### src/rtl/dfe_satu_pkg.sv
// dfe_satu shared types and helpers.
// Window FSM states, clamp constants and overflow detection.
package dfe_satu_pkg;

  typedef enum logic [1:0] {
    IDLE = 2'd0,
    RUN  = 2'd1,
    EVAL = 2'd2
  } win_state_e;

  // Widths are limited to 63 bits so all helpers fit one 64-bit word.
  function automatic logic [63:0] sat_max(input int w);
    sat_max = (64'd1 << (w - 1)) - 64'd1;
  endfunction

  function automatic logic [63:0] sat_min(input int w);
    sat_min = 64'd1 << (w - 1);
  endfunction

  // Overflow when bits [din_w-1:dout_w-1] are not all equal.
  function automatic logic ovf_det(
    input logic [63:0] d,
    input int          din_w,
    input int          dout_w
  );
    logic [63:0] m;
    logic [63:0] t;
    m = ((64'd1 << din_w) - 64'd1) &
        ~((64'd1 << (dout_w - 1)) - 64'd1);
    t = d & m;
    ovf_det = (t != 64'd0) && (t != m);
  endfunction

endpackage

### src/rtl/dfe_satu_pipe.sv
// dfe_satu two-stage tagged saturating truncator.
// Stage 1 captures sample/ID and flags overflow, stage 2 clamps.
module dfe_satu_pipe #(
  parameter int DIN_WIDTH  = 39,
  parameter int DOUT_WIDTH = 17,
  parameter int CH_W       = 2
) (
  input  logic                  i_clk,
  input  logic                  i_rst,
  input  logic [DIN_WIDTH-1:0]  i_data,
  input  logic [CH_W-1:0]       i_id,
  input  logic                  i_valid,
  output logic [DOUT_WIDTH-1:0] o_data,
  output logic [CH_W-1:0]       o_id,
  output logic                  o_valid,
  output logic                  o_ovf
);
  import dfe_satu_pkg::*;

  localparam logic [63:0] MAX64 = sat_max(DOUT_WIDTH);
  localparam logic [63:0] MIN64 = sat_min(DOUT_WIDTH);
  localparam logic [DOUT_WIDTH-1:0] MAXV =
    MAX64[DOUT_WIDTH-1:0];
  localparam logic [DOUT_WIDTH-1:0] MINV =
    MIN64[DOUT_WIDTH-1:0];

  logic [DIN_WIDTH-1:0]  s1_data;
  logic [CH_W-1:0]       s1_id;
  logic                  s1_valid;
  logic                  s1_ovf;
  logic                  in_ovf;
  logic [DOUT_WIDTH-1:0] sat_word;

  assign in_ovf = ovf_det(64'(i_data), DIN_WIDTH,
                          DOUT_WIDTH);

  always_ff @(posedge i_clk or posedge i_rst) begin
    if (i_rst) begin
      s1_valid <= 1'b0;
      s1_data  <= '0;
      s1_id    <= '0;
      s1_ovf   <= 1'b0;
    end else begin
      s1_valid <= i_valid;
      if (i_valid) begin
        s1_data <= i_data;
        s1_id   <= i_id;
        s1_ovf  <= in_ovf;
      end
    end
  end

  always_comb begin
    sat_word = s1_data[DOUT_WIDTH-1:0];
    unique case (1'b1)
      !s1_ovf:
        sat_word = s1_data[DOUT_WIDTH-1:0];
      s1_ovf && s1_data[DIN_WIDTH-1]:
        sat_word = MINV;
      s1_ovf && !s1_data[DIN_WIDTH-1]:
        sat_word = MAXV;
      default:
        sat_word = s1_data[DOUT_WIDTH-1:0];
    endcase
  end

  // Data and ID hold their last value between words.
  always_ff @(posedge i_clk or posedge i_rst) begin
    if (i_rst) begin
      o_valid <= 1'b0;
      o_ovf   <= 1'b0;
      o_data  <= '0;
      o_id    <= '0;
    end else begin
      o_valid <= s1_valid;
      o_ovf   <= s1_valid & s1_ovf;
      if (s1_valid) begin
        o_data <= sat_word;
        o_id   <= s1_id;
      end
    end
  end

endmodule

### src/rtl/dfe_satu_sched.sv
// dfe_satu round-robin saturation scheduler with window statistics.
// Define DFE_SATU_SCHED_PRIO_EN to give ch0 strict priority.
module dfe_satu_sched #(
  parameter int NUM_CH     = 4,
  parameter int DIN_WIDTH  = 39,
  parameter int DOUT_WIDTH = 17,
  parameter int CNT_WIDTH  = 16,
  localparam int CH_W      = $clog2(NUM_CH)
) (
  input  logic                        i_clk,
  input  logic                        i_rst,
  input  logic [NUM_CH*DIN_WIDTH-1:0] i_ch_data,
  input  logic [NUM_CH-1:0]           i_ch_valid,
  output logic [NUM_CH-1:0]           o_ch_ready,
  output logic [DOUT_WIDTH-1:0]       o_data,
  output logic                        o_valid,
  output logic [CH_W-1:0]             o_ch_id,
  input  logic [CNT_WIDTH-1:0]        i_win_len,
  input  logic [CNT_WIDTH-1:0]        i_thresh,
  input  logic                        i_clr,
  output logic [NUM_CH-1:0]           o_sat_flag,
  output logic                        o_win_done
);
  import dfe_satu_pkg::*;

  logic [CH_W-1:0]      ptr_q;
  logic [NUM_CH-1:0]    rr_req;
  logic                 hi_req;
  logic                 rr_hit;
  logic [CH_W-1:0]      rr_id;
  logic [CH_W:0]        sum;
  logic [CH_W-1:0]      gnt_id;
  logic                 xfer;
  logic [DIN_WIDTH-1:0] sel_data;
  logic                 ev;
  logic [CH_W-1:0]      ev_id;

`ifdef DFE_SATU_SCHED_PRIO_EN
  assign hi_req = i_ch_valid[0];
  assign rr_req = {i_ch_valid[NUM_CH-1:1], 1'b0};
`else
  assign hi_req = 1'b0;
  assign rr_req = i_ch_valid;
`endif

  // Search from last grant + 1, wrapping modulo NUM_CH.
  always_comb begin
    rr_hit = 1'b0;
    rr_id  = '0;
    sum    = '0;
    for (int i = 1; i <= NUM_CH; i++) begin
      sum = {1'b0, ptr_q} + (CH_W+1)'(i);
      if (sum >= (CH_W+1)'(NUM_CH))
        sum = sum - (CH_W+1)'(NUM_CH);
      if (!rr_hit && rr_req[sum[CH_W-1:0]]) begin
        rr_hit = 1'b1;
        rr_id  = sum[CH_W-1:0];
      end
    end
  end

  assign xfer   = hi_req | rr_hit;
  assign gnt_id = hi_req ? '0 : rr_id;
  assign o_ch_ready =
    xfer ? (NUM_CH'(1) << gnt_id) : '0;

  always_comb begin
    sel_data = '0;
    for (int k = 0; k < NUM_CH; k++)
      if (gnt_id == CH_W'(k))
        sel_data = i_ch_data[k*DIN_WIDTH +: DIN_WIDTH];
  end

  always_ff @(posedge i_clk or posedge i_rst) begin
    if (i_rst)
      ptr_q <= CH_W'(NUM_CH - 1);
    else if (rr_hit && !hi_req)
      ptr_q <= gnt_id;
  end

  dfe_satu_pipe #(
    .DIN_WIDTH  (DIN_WIDTH),
    .DOUT_WIDTH (DOUT_WIDTH),
    .CH_W       (CH_W)
  ) u_pipe (
    .i_clk   (i_clk),
    .i_rst   (i_rst),
    .i_data  (sel_data),
    .i_id    (gnt_id),
    .i_valid (xfer),
    .o_data  (o_data),
    .o_id    (ev_id),
    .o_valid (o_valid),
    .o_ovf   (ev)
  );

  assign o_ch_id = ev_id;

  win_state_e           state_q;
  win_state_e           state_d;
  logic [CNT_WIDTH-1:0] win_cnt;
  logic [CNT_WIDTH-1:0] cnt     [NUM_CH];
  logic [CNT_WIDTH-1:0] cnt_nxt [NUM_CH];
  logic [NUM_CH-1:0]    hit;
  logic                 len_zero;
  logic                 eval;

  assign len_zero = (i_win_len == '0);
  assign eval = (state_q == EVAL) && !len_zero && !i_clr;
  assign o_win_done = eval;

  always_comb begin
    state_d = state_q;
    unique case (state_q)
      IDLE: if (!len_zero) state_d = RUN;
      RUN: begin
        if (len_zero)
          state_d = IDLE;
        else if (win_cnt >= i_win_len - CNT_WIDTH'(1))
          state_d = EVAL;
      end
      EVAL: state_d = len_zero ? IDLE : RUN;
      default: state_d = IDLE;
    endcase
    if (i_clr)
      state_d = len_zero ? IDLE : RUN;
  end

  always_ff @(posedge i_clk or posedge i_rst) begin
    if (i_rst) begin
      state_q <= IDLE;
      win_cnt <= '0;
    end else begin
      state_q <= state_d;
      if (state_q == RUN && !i_clr)
        win_cnt <= win_cnt + CNT_WIDTH'(1);
      else
        win_cnt <= '0;
    end
  end

  // Closing-window events are folded in before the compare.
  always_comb begin
    hit = '0;
    for (int k = 0; k < NUM_CH; k++) begin
      cnt_nxt[k] = cnt[k];
      if (ev && ev_id == CH_W'(k) && cnt[k] != '1)
        cnt_nxt[k] = cnt[k] + CNT_WIDTH'(1);
      hit[k] = (i_thresh != '0) &&
               (cnt_nxt[k] >= i_thresh);
    end
  end

  always_ff @(posedge i_clk or posedge i_rst) begin
    if (i_rst) begin
      o_sat_flag <= '0;
      for (int k = 0; k < NUM_CH; k++)
        cnt[k] <= '0;
    end else begin
      if (i_clr)
        o_sat_flag <= '0;
      else if (eval)
        o_sat_flag <= o_sat_flag | hit;
      for (int k = 0; k < NUM_CH; k++) begin
        if (i_clr || eval)
          cnt[k] <= '0;
        else
          cnt[k] <= cnt_nxt[k];
      end
    end
  end

endmodule

### config.mk
export PLATFORM = sky130hd
export DESIGN_NAME = dfe_satu_sched
export DESIGN_NICKNAME = d
export VERILOG_FILES = /design/src/rtl/dfe_satu_pkg.sv /design/src/rtl/dfe_satu_pipe.sv /design/src/rtl/dfe_satu_sched.sv
export SDC_FILE = /design/constraint.sdc
export NUM_CORES = 1
export LEC_CHECK = 0
export BUFFER_PORTS_ARGS = -buffer_cell sky130_fd_sc_hd__buf_2
export CORE_ASPECT_RATIO = 1.5
export CORE_MARGIN = 3
export CORE_UTILIZATION = 50
export DETAILED_ROUTE_END_ITERATION = 10
export GPL_TIMING_DRIVEN = 1
export HOLD_SLACK_MARGIN = 0.1
export PLACE_DENSITY_LB_ADDON = 0.08
export SYNTH_ARGS = -nofsm -noshare
export SYNTH_HDL_FRONTEND = slang
export SYNTH_HIERARCHICAL = 1
export SYNTH_SLANG_ARGS = --single-unit
### constraint.sdc
create_clock -name i_clk -period 2.64 [get_ports i_clk]
set_input_delay 0.396 -clock i_clk [delete_from_list [all_inputs] [get_ports i_clk]]
set_output_delay 0.396 -clock i_clk [all_outputs]
set_load 0.01 [all_outputs]
# Word level (Yosys, flattened, before mapping)
# Cells that the tools add are included.
dict set report op_classes {
  n_shift 1
  n_eq_ne 15
  magnitude_cmp 13
  n_bitwise 2
  addsub 14
  n_reduce_logical 36
  n_mux 43
}
# op n
set ops {}
lappend ops {{two-way mux 39 bit} 4}
lappend ops {{two-way mux 16 bit} 9}
lappend ops {{adder 16 x 1 -> 16 bit, second input constant} 5}
lappend ops {{greater-or-equal comparator 16 bit} 5}
lappend ops {{!= test 16 bit, second input constant} 4}
lappend ops {{nonzero test 64 bit} 1}
lappend ops {{case mux 17 bit (2 select lines)} 1}
lappend ops {{two-way mux 2 bit} 12}
lappend ops {{!= test 23 bit, second input constant} 1}
lappend ops {{logical AND 1 bit} 21}
lappend ops {{zero test 16 bit} 1}
lappend ops {{nonzero test 16 bit} 1}
lappend ops {{subtractor 16 x 1 -> 16 bit, second input constant} 1}
lappend ops {{greater-or-equal comparator 3 bit, second input constant} 4}
lappend ops {{< comparator 2 x 3 -> 1 bit, second input constant} 4}
lappend ops {{two-way mux 4 bit} 3}
lappend ops {{equality test 2 bit, second input constant} 5}
lappend ops {{two-way mux 1 bit} 9}
lappend ops {{binary-select mux 1 bit (select 2 bit)} 4}
lappend ops {{subtractor 2 x 1 -> 2 bit, second input constant} 4}
lappend ops {{adder 2 x 2 -> 3 bit, second input constant} 2}
lappend ops {{equality test 2 x 1 -> 1 bit, second input constant} 3}
lappend ops {{zero test 1 bit} 6}
lappend ops {{zero test 2 bit} 3}
lappend ops {{other kinds (11)} 11}
dict set report word_totals {
  input_bits 195
  output_inout_bits 29
  elab_cells 140
  regBits 152
}

# Longest topological paths before layout
dict set report depth {
  depth_word 22
  mapped_depth 12
  depth_no_buf 12
}

# Hierarchy
# The synthesis kept the hierarchy.
# mod n_inst seq_area_each_um2 cells_per_inst area_per_inst_um2
set by_module_without_submodules {}
lappend by_module_without_submodules {dfe_satu_sched 1 2204.6 885 8150.3}
lappend by_module_without_submodules {dfe_satu_pipe 1 1076.0 144 1739.2}

# Worst setup path before layout
# Ideal clock, no wire load.
dict set report synth_path {
  kind {register to register}
  startpoint {register u_pipe.o_id[0]}
  endpoint {register o_sat_flag[0]}
  required_time_ps 2516
  synth_period_minus_slack_ps 2821
  path_buffers 1
  arrival_ps 2697
  setup_time_ps 124
  slack_ps -181
  path_stages_with_launch 12
  cell_sequence {dfrtp_1 -> buf_2 -> or3b_4 -> nor4_4 -> o21ai_0 -> xnor2_1 -> ha_1 -> a21oi_1 -> o21ai_0 -> a2111o_1 -> a21oi_1 -> o2bb2ai_1}
}
dict set report synth_via {
  elab_chain_cells 9
}
# element line
set synth_lines {}
lappend synth_lines {{start, declared} dfe_satu_pipe.sv:14} ;# output logic [CH_W-1:0] o_id,
lappend synth_lines {{start signal, assigned} dfe_satu_pipe.sv:79} ;# o_id <= s1_id;
lappend synth_lines {{zero test 2 bit} dfe_satu_sched.sv:147} ;# if (ev && ev_id == CH_W'(k) && cnt[k] != '1)
lappend synth_lines {{logical AND 1 bit (2 in series)} dfe_satu_sched.sv:147}
lappend synth_lines {{two-way mux 16 bit} dfe_satu_sched.sv:147}
lappend synth_lines {{greater-or-equal comparator 16 bit} dfe_satu_sched.sv:150} ;# (cnt_nxt[k] >= i_thresh);
lappend synth_lines {{logical AND 1 bit} dfe_satu_sched.sv:149} ;# hit[k] = (i_thresh != '0) &&
lappend synth_lines {{bitwise OR 4 bit} dfe_satu_sched.sv:163} ;# o_sat_flag <= o_sat_flag | hit;
lappend synth_lines {{two-way mux 4 bit} dfe_satu_sched.sv:162} ;# else if (eval)
lappend synth_lines {{two-way mux 4 bit} dfe_satu_sched.sv:160} ;# if (i_clr)
lappend synth_lines {{end signal, assigned} dfe_satu_sched.sv:163}
lappend synth_lines {{end, declared} dfe_satu_sched.sv:21} ;# output logic [NUM_CH-1:0] o_sat_flag,
# No other way between the ends. The select of a mux whose other input is x is not followed.
# A chain may end at the register's enable or synchronous reset.

# Worst setup path in the final report
dict set report layout_path {
  startpoint {register cnt[33] (netlist bit)}
  endpoint {register o_sat_flag[1]}
}
dict set report layout_via {
  elab_chain_cells 8
  word_cells_on_any_way 9
  classes_between {add/sub (1); order compare (1); eq/ne (1); mux (3); bitwise (1); reduce/logical (2)}
}
# element line
set layout_lines {}
lappend layout_lines {{start, declared} dfe_satu_sched.sv:102} ;# logic [CNT_WIDTH-1:0] cnt [NUM_CH];
lappend layout_lines {{start signal, assigned by index} dfe_satu_sched.sv:168} ;# cnt[k] <= cnt_nxt[k];
lappend layout_lines {{branches (longest 2 deep; another with adder 16 x 1 -> 16 bit)} -}
lappend layout_lines {{two-way mux 16 bit *} dfe_satu_sched.sv:147}
lappend layout_lines {{greater-or-equal comparator 16 bit *} dfe_satu_sched.sv:150}
lappend layout_lines {{logical AND 1 bit *} dfe_satu_sched.sv:149}
lappend layout_lines {{bitwise OR 4 bit *} dfe_satu_sched.sv:163}
lappend layout_lines {{two-way mux 4 bit *} dfe_satu_sched.sv:162}
lappend layout_lines {{two-way mux 4 bit *} dfe_satu_sched.sv:160}
# Mark *: on every way between the ends. The select of a mux whose other input is x is not followed.

==> summary.md <==
| Metric | Value |
|---|---|
| Status | finished, violations left |
| Failing checks | setup timing |
| First-pass GRT wire length | about 47 mm |
| Layout overhead on the synthesized area | 38.61% |
| Netlist cell types | 68 |
| Row count | 62 |
| Core Area | roughly 0.019 sq mm |
| Initial DRT Pass Iterations | 5 |
| P per Cell Area | about 650 mW/mm^2 |
| RSZ-0062 raised after global routing | true |
| Min cycle time layout | about 2900 ps |
| Tcrit/Tclk final | 108.2% |
| Area of the mapped netlist | between 0.009 and 0.01 sq mm |
| Placer Congestion | between 0.8 and 0.9 |
| Critical path class | flip-flop to flip-flop |
| Initial core utilization | 51.20% |
| Slowest cell on the critical path | or4_4 |
| Reg-to-Reg End | o_sat_flag[1]$_DFFE_PP0N_ |
| Height of the chip | 178.2 um |
| Yosys reg bits | 131 |
| Gr usage total | between 20% and 30% |
| Final WL | around 30 mm |
| Hold Vio Cnt, Final | 0 |
| IR drop worst, VDD | roughly 0.49 mV |
| Die Footprint | around 0.022 sq mm |
| Post-synth top flop | dfrtp_1 |
| Die X | between 100 and 150 um |
| Clock Skews | 13.63 ps |
| Setup WS pre-CTS | -251.7 ps |
| Largest net degree at the start of global routing | 89 |
| Synth area leader | dfrtp_1 |
| Via Count | between 9,000 and 10,000 |
| CTS Root Cell | clkbuf_16 |
| Initial antenna violation count | 0 |
| CTS tree | done |
| Nets | around 1,700 |
| H-tree depth | 4 |
| Startpoint types | flip-flop |
| Longest Clk Path Bufs | 2 |
| DR WL/cell | 18.00 um |
| Synth Instances | just over 1,000 |
| Setup TNS | -661.2 ps |
| Worst min-delay path class | input port to async pin |
| Sequential fraction of the synthesis area | around a third |
| Post-DP HPWL | around 23 mm |
| Reg2Reg Depth | 11 |
| Drt via density | approximately 5.6 |
| Port Buffers | about 220 |
| Post-synth EDFFs | 0 |
| WP buf/inv | 2 |
| Final slew viol count | 0 |
| Max transition margin | about 24% |
| Hold_ws | 118.8 ps |
| Clk sinks | 131 |
| Most common cell after layout, fill and taps aside | buf_2 |
| Top Family by Delay on Critical Path | simple AND/OR/NAND/NOR gates |
| Synth top area cells | dfrtp_1, mux2i_1, ha_1, xnor2_1, nor2b_1 |
| Final Cell Area | 0.01371 sq mm |
| Leakage power | about 6.9 nW |
| Worst R2R Start | cnt[33]$_DFF_PP0_ |
| ANT nets after route | 0 |
| Crit path capture type | flip-flop |
| WP data required | a little under 3000 ps |
| TritonCTS buffer count | 17 |
| Slew @ Worst Pin | ~1100 ps |
| Max Freq | between 300 and 400 MHz |
| Crit-path max cell delay | around 460 ps |
| Avg Inst Size Synth | around 9.6 sq um |
| Yosys top cell area share | between 30 and 40% |
| Async SR Flop Fraction | 100.0% |
| GR Overflow Total | 0 |
| Max-cap viol count | 0 |
| Number of global-route vias before repair | between 9,000 and 10,000 |
| Synth warnings | 6 |
| Worst-skew pair later-pin latency | between 400 and 500 ps |
| Tot Pwr | roughly 9 mW |
| # diodes | 0 |
| DRC viols | 0 |
| Post-synthesis net count | around 1,300 |
| Crit-path cells | ha_2 > nand4_1 > or3_4 > or4_4 > xnor2_4 > ha_4 > nand4_1 > buf_4 > buf_4 > o211ai_1 > a2bb2oi_1 |
| Share of cells above drive strength 1 | a little under two fifths |
| Crit path max fanout | 4 |
| Arrival time at the worst endpoint | 3200 ps |
| Reg2Reg Setup Slack | -220 ps |
| Most frequent cells in the layout | buf_2, buf_4, dfrtp_1 |
| Worst Slack Setup Final | -216.1 ps |
| Clock transition at the registers of the reported paths | around 70 ps |
| Setup Viol. Count Final | 5 |
| Io pins | 224 |
| Number of DRC markers in iteration 0 | around 360 |
| Area after DPL | about 0.012 sq mm |
-- kinds of logic (layout without fill, tap and decap cells) --
group                      Yosys count  in the layout  share of synthesized area (%)
AOI/OAI and AO/OA                  148            148                          9.565
xor gates and xnor gates            77             77                          6.819
adders and majority gates           87             87                          11.01
buffers and inverters               81            474                          3.340
DFF                                131            131                          33.17
muxes                              146            146                          15.22
and+or+nand+nor                    359            359                          20.88
-- metrics by stage --
stage	std cells	util [%]
after floorplan	1029	-
after detailed placement	1611	63.80
after global routing	1678	70.97
after CTS	1665	69.24
after global placement	1611	63.80
final	1678	70.97
-- worst max-delay path by stage --
| stage | cells after the start | to | slack [ps] | from |
|---|---|---|---|---|
| 2_1_floorplan | 11 | o_sat_flag[1]$_DFFE_PP0N_ | -50 | u_pipe/o_id[1]$_DFFE_PP0P_ |
| 3_3_place_gp | 13 | o_sat_flag[3]$_DFFE_PP0N_ | -200 | u_pipe/o_id[1]$_DFFE_PP0P_ |
| 3_5_place_dp | 13 | o_sat_flag[3]$_DFFE_PP0N_ | -250 | u_pipe/o_id[1]$_DFFE_PP0P_ |
| 4_1_cts | 10 | o_sat_flag[0]$_DFFE_PP0N_ | -170 | u_pipe/o_id[1]$_DFFE_PP0P_ |
| 5_1_grt | 10 | o_sat_flag[1]$_DFFE_PP0N_ | -390 | u_pipe/o_id[1]$_DFFE_PP0P_ |
| 6_report | 11 | o_sat_flag[1]$_DFFE_PP0N_ | -220 | cnt[33]$_DFF_PP0_ |
-- state kept, by name, indices dropped and copies added, names as in the netlist --
name and flops:
u_pipe/s1_valid 1, ptr_q 2, u_pipe/o_ovf 1, win_cnt 16, u_pipe/s1_ovf 1, u_pipe/s1_id 2, u_pipe/o_data 17, u_pipe/o_id 2
state_q 2, cnt 64, u_pipe/o_valid 1, u_pipe/s1_data 18, o_sat_flag 4
-- per-layer routing --
layer | wire length (um) | track usage [%] | vias up
met4 | 1256 | 13.61 | 0
met2 | 15920 | 50.50 | 321
met3 | 1595 | 5.298 | 88
met5 | 0 | 0 | -
met1 | 11430 | 30.20 | 4465
li1 | - | - | 4535
-- area by class of cell --
| cell class | instances | area [sq um] |
|---|---|---|
| Clock buffer | 18 | 429.2 |
| Multi-Input combinational cell | 817 | 6646 |
| Fill cell | 1518 | 5608 |
| Timing Repair Buffer | 398 | 2680 |
| Clock inverter | 14 | 178.9 |
| Tap cell | 256 | 320.3 |
| Inverter | 44 | 168.9 |
| Sequential cell | 131 | 3284 |
-- where the power goes --
part	switching, mW	internal (mW)	total, mW
logic	1.77	2.04	3.81
clock network	0.953	1.50	2.45
registers	0.255	2.38	2.64
-- tightest hold or removal path: stages --
cell and delay [ps]:
buf_2 120, clkinvlp_4 70, buf_12 380
-- what timing repair did --
action / in CTS / in global routing
hold endpoints to repair: 0 / 0
buffers inserted: 17 / 14
hold buffers: 0 / 0
gates cloned: 5 / 1
endpoints found under the setup margin: 5 / 23
pin swaps: 29 / 37
gates resized for setup: 38 / 42
-- synth_stat cells (all sizes together), types with 23 or more instances --
master,n
dfrtp,129
mux2i,117
ha,87
nor2,69
nor2b,61
nand2,44
nand4,44
a21oi,43
inv,43
xnor2,43
o21ai,34
xor2,34
nand3,31
mux2,29
buf,24
nor3,23
Power figures use the tool's default switching activity.
